`src/rtl/shift_add_mult_pkg.sv`:
```
// shift_add_mult_pkg: shared FSM state encoding and default operand width
package shift_add_mult_pkg;
  localparam int DATA_SIZE_DEF = 8;
  typedef enum logic [2:0] {IDLE, FETCH, LOAD, CALC, DONE} state_t;
endpackage

```
`src/rtl/mult_datapath.sv`:
```
// mult_datapath: accumulator, adder and shifter for the shift-add multiplier
module mult_datapath
  import shift_add_mult_pkg::*;
#(
  parameter int DATA_SIZE = DATA_SIZE_DEF
) (
  input  logic                   clk_i,
  input  logic                   rst_i,
  input  logic                   load_i,
  input  logic                   calc_i,
  input  logic                   store_i,
  input  logic [DATA_SIZE-1:0]   a_i,
  input  logic [DATA_SIZE-1:0]   b_i,
  output logic [2*DATA_SIZE-1:0] product_o
);
  logic [DATA_SIZE-1:0]   mcand_q, mcand_d;
  logic [2*DATA_SIZE:0]   acc_q, acc_d;
  logic [2*DATA_SIZE-1:0] product_q, product_d;
  logic [DATA_SIZE:0]     sum;
  // Upper half plus the carry bit; the extra top bit keeps the add's carry out
  always_comb begin
    sum       = acc_q[2*DATA_SIZE:DATA_SIZE] + {1'b0, acc_q[0] ? mcand_q : '0};
    acc_d     = load_i ? {{(DATA_SIZE+1){1'b0}}, b_i} :
                calc_i ? {1'b0, sum, acc_q[DATA_SIZE-1:1]} : acc_q;
    mcand_d   = load_i ? a_i : mcand_q;
    product_d = store_i ? acc_q[2*DATA_SIZE-1:0] : product_q;
  end
  always_ff @(posedge clk_i) begin
    if (rst_i) begin
      acc_q     <= '0;
      mcand_q   <= '0;
      product_q <= '0;
    end else begin
      acc_q     <= acc_d;
      mcand_q   <= mcand_d;
      product_q <= product_d;
    end
  end
  assign product_o = product_q;
endmodule

```
`src/rtl/shift_add_mult.sv`:
```
// shift_add_mult: sequential unsigned multiplier, FSM and iteration counter
module shift_add_mult
  import shift_add_mult_pkg::*;
#(
  parameter int DATA_SIZE = DATA_SIZE_DEF
) (
  input  logic                   clk_i,
  input  logic                   rst_i,
  input  logic                   start_i,
  output logic                   unload_o,
  input  logic [DATA_SIZE-1:0]   a_i,
  input  logic [DATA_SIZE-1:0]   b_i,
  output logic [2*DATA_SIZE-1:0] product_o,
  output logic                   busy_o,
  output logic                   done_o
);
  localparam int CW = $clog2(DATA_SIZE + 1);
  state_t        state_q, state_d;
  logic [CW-1:0] cnt_q, cnt_d;
  logic          last, load, calc, store;
  always_ff @(posedge clk_i) begin
    if (rst_i) begin
      state_q <= IDLE;
      cnt_q   <= '0;
    end else begin
      state_q <= state_d;
      cnt_q   <= cnt_d;
    end
  end
  // CALC spends one extra cycle once the count reaches DATA_SIZE to store the product
  always_comb begin
    last = cnt_q == CW'(DATA_SIZE);
    unique case (state_q)
      IDLE:    state_d = start_i ? FETCH : IDLE;
      FETCH:   state_d = LOAD;
      LOAD:    state_d = CALC;
      CALC:    state_d = last ? DONE : CALC;
      DONE:    state_d = IDLE;
      default: state_d = IDLE;
    endcase
    cnt_d = state_q == LOAD ? '0 : calc ? cnt_q + CW'(1) : cnt_q;
  end
  always_comb begin
    load     = state_q == LOAD;
    calc     = state_q == CALC && !last;
    store    = state_q == CALC && last;
    unload_o = !rst_i && state_q == FETCH;
    busy_o   = !rst_i && state_q != IDLE;
    done_o   = !rst_i && state_q == DONE;
  end
  mult_datapath #(.DATA_SIZE(DATA_SIZE)) u_dp (
    .clk_i     (clk_i),
    .rst_i     (rst_i),
    .load_i    (load),
    .calc_i    (calc),
    .store_i   (store),
    .a_i       (a_i),
    .b_i       (b_i),
    .product_o (product_o)
  );
endmodule

```
`config.mk`:
```
export PLATFORM = sky130hd
export DESIGN_NAME = shift_add_mult
export DESIGN_NICKNAME = d
export VERILOG_FILES = /design/src/rtl/shift_add_mult_pkg.sv /design/src/rtl/mult_datapath.sv /design/src/rtl/shift_add_mult.sv
export SDC_FILE = /design/constraint.sdc
export NUM_CORES = 1
export LEC_CHECK = 0
export CAP_MARGIN = 20
export CORE_MARGIN = 1
export CORE_UTILIZATION = 40
export CTS_BUF_LIST = sky130_fd_sc_hd__clkbuf_16
export CTS_CLUSTER_DIAMETER = 60
export DETAILED_ROUTE_END_ITERATION = 8
export MAX_ROUTING_LAYER = met4
export PLACE_DENSITY_LB_ADDON = 0.1
export SLEW_MARGIN = 30
export SYNTH_ARGS = -nofsm -noshare
export SYNTH_HDL_FRONTEND = slang
export SYNTH_SLANG_ARGS = --single-unit
```
`constraint.sdc`:
```
create_clock -name clk_i -period 4.8 [get_ports clk_i]
set_clock_uncertainty 0.05 [all_clocks]
set_input_delay 0.96 -clock clk_i [delete_from_list [all_inputs] [get_ports clk_i]]
set_output_delay 0.96 -clock clk_i [all_outputs]
set_load 0.01 [all_outputs]
```
==> summary.txt <==
total inserted antenna cells -> 0
Mapped Cells -> 263
Worst Path Arrival -> 2.43 ns
maxcap violations -> 0
post-synth top area share -> 0.4220
flop and latch count out of synthesis -> 47
post-DP HPWL -> 3216 um
Layout Nets -> 324
Max Slew Vio Count -> 0
Cell variety after synth -> 43
reg2reg start -> u_dp.acc_q[0]
pwr/cell area -> 313.4 nW/um2
Worst Setup EP -> busy_o
largest family of logic cells by synthesized area -> simple AND/OR/NAND/NOR gates
reg2reg end -> u_dp.acc_q[15]
DR WL/cell -> 12.75 um
vias -> 1866
slowest CP cell -> clkdlybuf4s50_1
RD Place Congestion -> 0.8788
CTS Sinks -> 47
initial core utilization -> 0.4257
area growth from synthesis to layout -> 22.73%
synth top area cells -> dfxtp_1 (42%), nand2_1 (11%), a21oi_1 (8.5%)
Syn Area/Cell -> 8.478 um2
share of layout cells above drive strength 1 -> 0.06102
crit-path cells -> clkdlybuf4s50_1 -> buf_4 -> nor2_1 -> clkdlybuf4s50_1
Post-Syn Area -> 2230 um2
Post-synth EDFFs -> 0
worst slew pin tran -> 0.8640 ns
# setup viols final -> 0
CP Max Fanout -> 39
Post-CTS Hold Buffers -> 0
Die Height -> 76.66 um
adder-cell area share of the yosys netlist -> 0.06510
row count -> 26
port bufs -> 37
htree depth -> 2
worst r2r path cells -> 8
DRC Markers -> 0
ratio of final minimum period to clock period -> 0.7157
Crit path largest cell delay -> 0.49 ns
post-cts resize count -> 0
vias in the first global route -> 1721
mux share of post-synthesis cell area -> 0
CP Class -> in -> out
Lkg Pwr -> 0.9494 nW
I/O Pins -> 38
Synth Net Count -> 293
CTS Buf Count -> 5
most common cell in the netlist -> nand2_1
Final Hold Fails -> 0
Final min period -> 3.435 ns
Post-CTS Setup Bufs -> 0
clk root buf -> clkbuf_16
max_slew headroom -> 0.4234
Via density -> 5.112
initial antenna violation count -> 0
total gr overflow -> 0
RSZ-0062 raised after global routing -> no
Final ANT Viol Nets -> 0
Core Util, Final -> 0.5225
total of warnings raised by yosys -> 0
r2r setup slk -> 2.65 ns
worst setup path start -> rst_i
Die Area -> 5877 um2
Fin Setup TNS -> 0 ns
first-pass GRT wire length -> 8059 um
CTS tree -> built
Reg clk slew, reported paths -> 0.06 ns
chip width -> 76.66 um
post-synth top area cell -> dfxtp_1
Post-Synth Simple-Gate Area -> 0.2374
hold crit path type -> reg -> reg
synth cell count leaders -> nand2_1 (65), dfxtp_1 (47), a21oi_1 (38), ha_1 (10)
largest net degree at the start of global routing -> 40
ys async rst share -> 0
overall routed net length -> 4652 um
WHS -> 0.3993 ns
Synth Area in XOR/XNOR -> 0.02357
top_reg_cell synth -> dfxtp_1
clk buf depth -> 2
Compound-Gate Fraction of Synth Area -> 0.1953
Core ar. -> 5238 um2
CP required -> 3.79 ns
CP Capture Type -> primary output
Max VDD drop -> 0.1680 mV
run status -> finished clean
crit path launch type -> input port
post-synthesis sequential area ratio -> 0.4220
later-pin clock latency in the skew report -> 0.28 ns
f_max -> 291.1 MHz
All-Layer GR Usage -> 0.1781
Initial DRT Pass Iterations -> 4
Power, Total -> 0.0008575 W
DR iter-0 viols -> 49
CP most frequent cell -> clkdlybuf4s50_1
-- layer usage --
layer,vias to the layer above,GRT usage,part of all wire
met3,10,0.03214,0.033
met1,847,0.2313,0.50
li1,970,-,-
met5,-,-,0
met2,39,0.2670,0.44
met4,0,0.08462,0.022
-- placed cells by master (no fill, tap or decap), drive strengths merged, types with 2 or more instances in the layout --
cell type | Yosys | final
nand2 | 67 | 67
dfxtp | 47 | 47
a21oi | 39 | 39
clkdlybuf4s50 | 0 | 37
ha | 10 | 10
nor2 | 10 | 10
inv | 7 | 8
and2 | 8 | 8
a22oi | 8 | 8
a211oi | 5 | 5
clkbuf | 4 | 5
nand3 | 4 | 4
o21a | 4 | 4
xnor2 | 4 | 4
nor3 | 3 | 3
o211ai | 3 | 3
o21ai | 3 | 3
o2111ai | 3 | 3
nor4b | 2 | 2
nand3b | 2 | 2
and3b | 2 | 2
or2 | 2 | 2
a31oi | 2 | 2
xor2 | 2 | 2
-- power breakdown --
part,leakage (nW),internal (W),switching (W)
Clock,0.0710,0.000190,0.000142
Combinational,0.498,0.0000453,0.0000548
Sequential,0.380,0.000408,0.0000175
Total,0.949,0.000643,0.000214
-- metrics by stage --
step / std cells / cell area (um2) / worst slack [ns]
3_5_place_dp: 357 / 2595 / 1.365
5_1_grt: 365 / 2736 / 1.294
3_3_place_gp: 357 / 2595 / 1.352
6_report: 365 / 2736 / 1.365
2_1_floorplan: 263 / 2230 / 2.202
4_1_cts: 365 / 2736 / 1.353
-- flip-flops by register name, summed over array words and instances (netlist names) --
signal          count
u_dp.acc_q         16
u_dp.product_o     16
cnt_q               4
state_q             3
u_dp.mcand_q        8
-- cell families after synthesis --
| family | after synthesis |
|---|---|
| flip-flops | 47 |
| adder cells (fa/ha/maj) | 11 |
| AND/OR/NAND/NOR | 107 |
| AO/OA/AOI/OAI | 71 |
| XOR/XNOR | 6 |
| buffers and inverters | 21 |
-- how the worst min path moves through the flow --
| stage | endpoint | depth (start not counted) | start | slack [ns] |
|---|---|---|---|---|
| global placement | u_dp.mcand_q[6] | 2 | u_dp.mcand_q[6] | 0.39 |
| CTS | u_dp.mcand_q[6] | 2 | u_dp.mcand_q[6] | 0.40 |
| detailed placement | u_dp.mcand_q[6] | 2 | u_dp.mcand_q[6] | 0.39 |
| floorplan | u_dp.mcand_q[0] | 2 | u_dp.mcand_q[0] | 0.38 |
| finish | u_dp.mcand_q[6] | 2 | u_dp.mcand_q[6] | 0.40 |
| global route | u_dp.product_o[7] | 2 | u_dp.product_o[7] | 0.42 |
-- worst max-delay path: cells and delay by family --
family	cells	cell delay, ns
buffers and inverters	3	1.37
and+or+nand+nor	1	0.09
-- area by class of cell --
class / instances / area [um2]
clock buffer: 5 / 125.1
clock inverter: 3 / 16.27
fill: 515 / 2501
inverter: 7 / 26.28
multi-input combinational: 195 / 1162
sequential: 47 / 940.9
tap: 70 / 87.58
timing repair buffer: 38 / 377.9
Note: power is estimated with default switching activity, not from simulation.
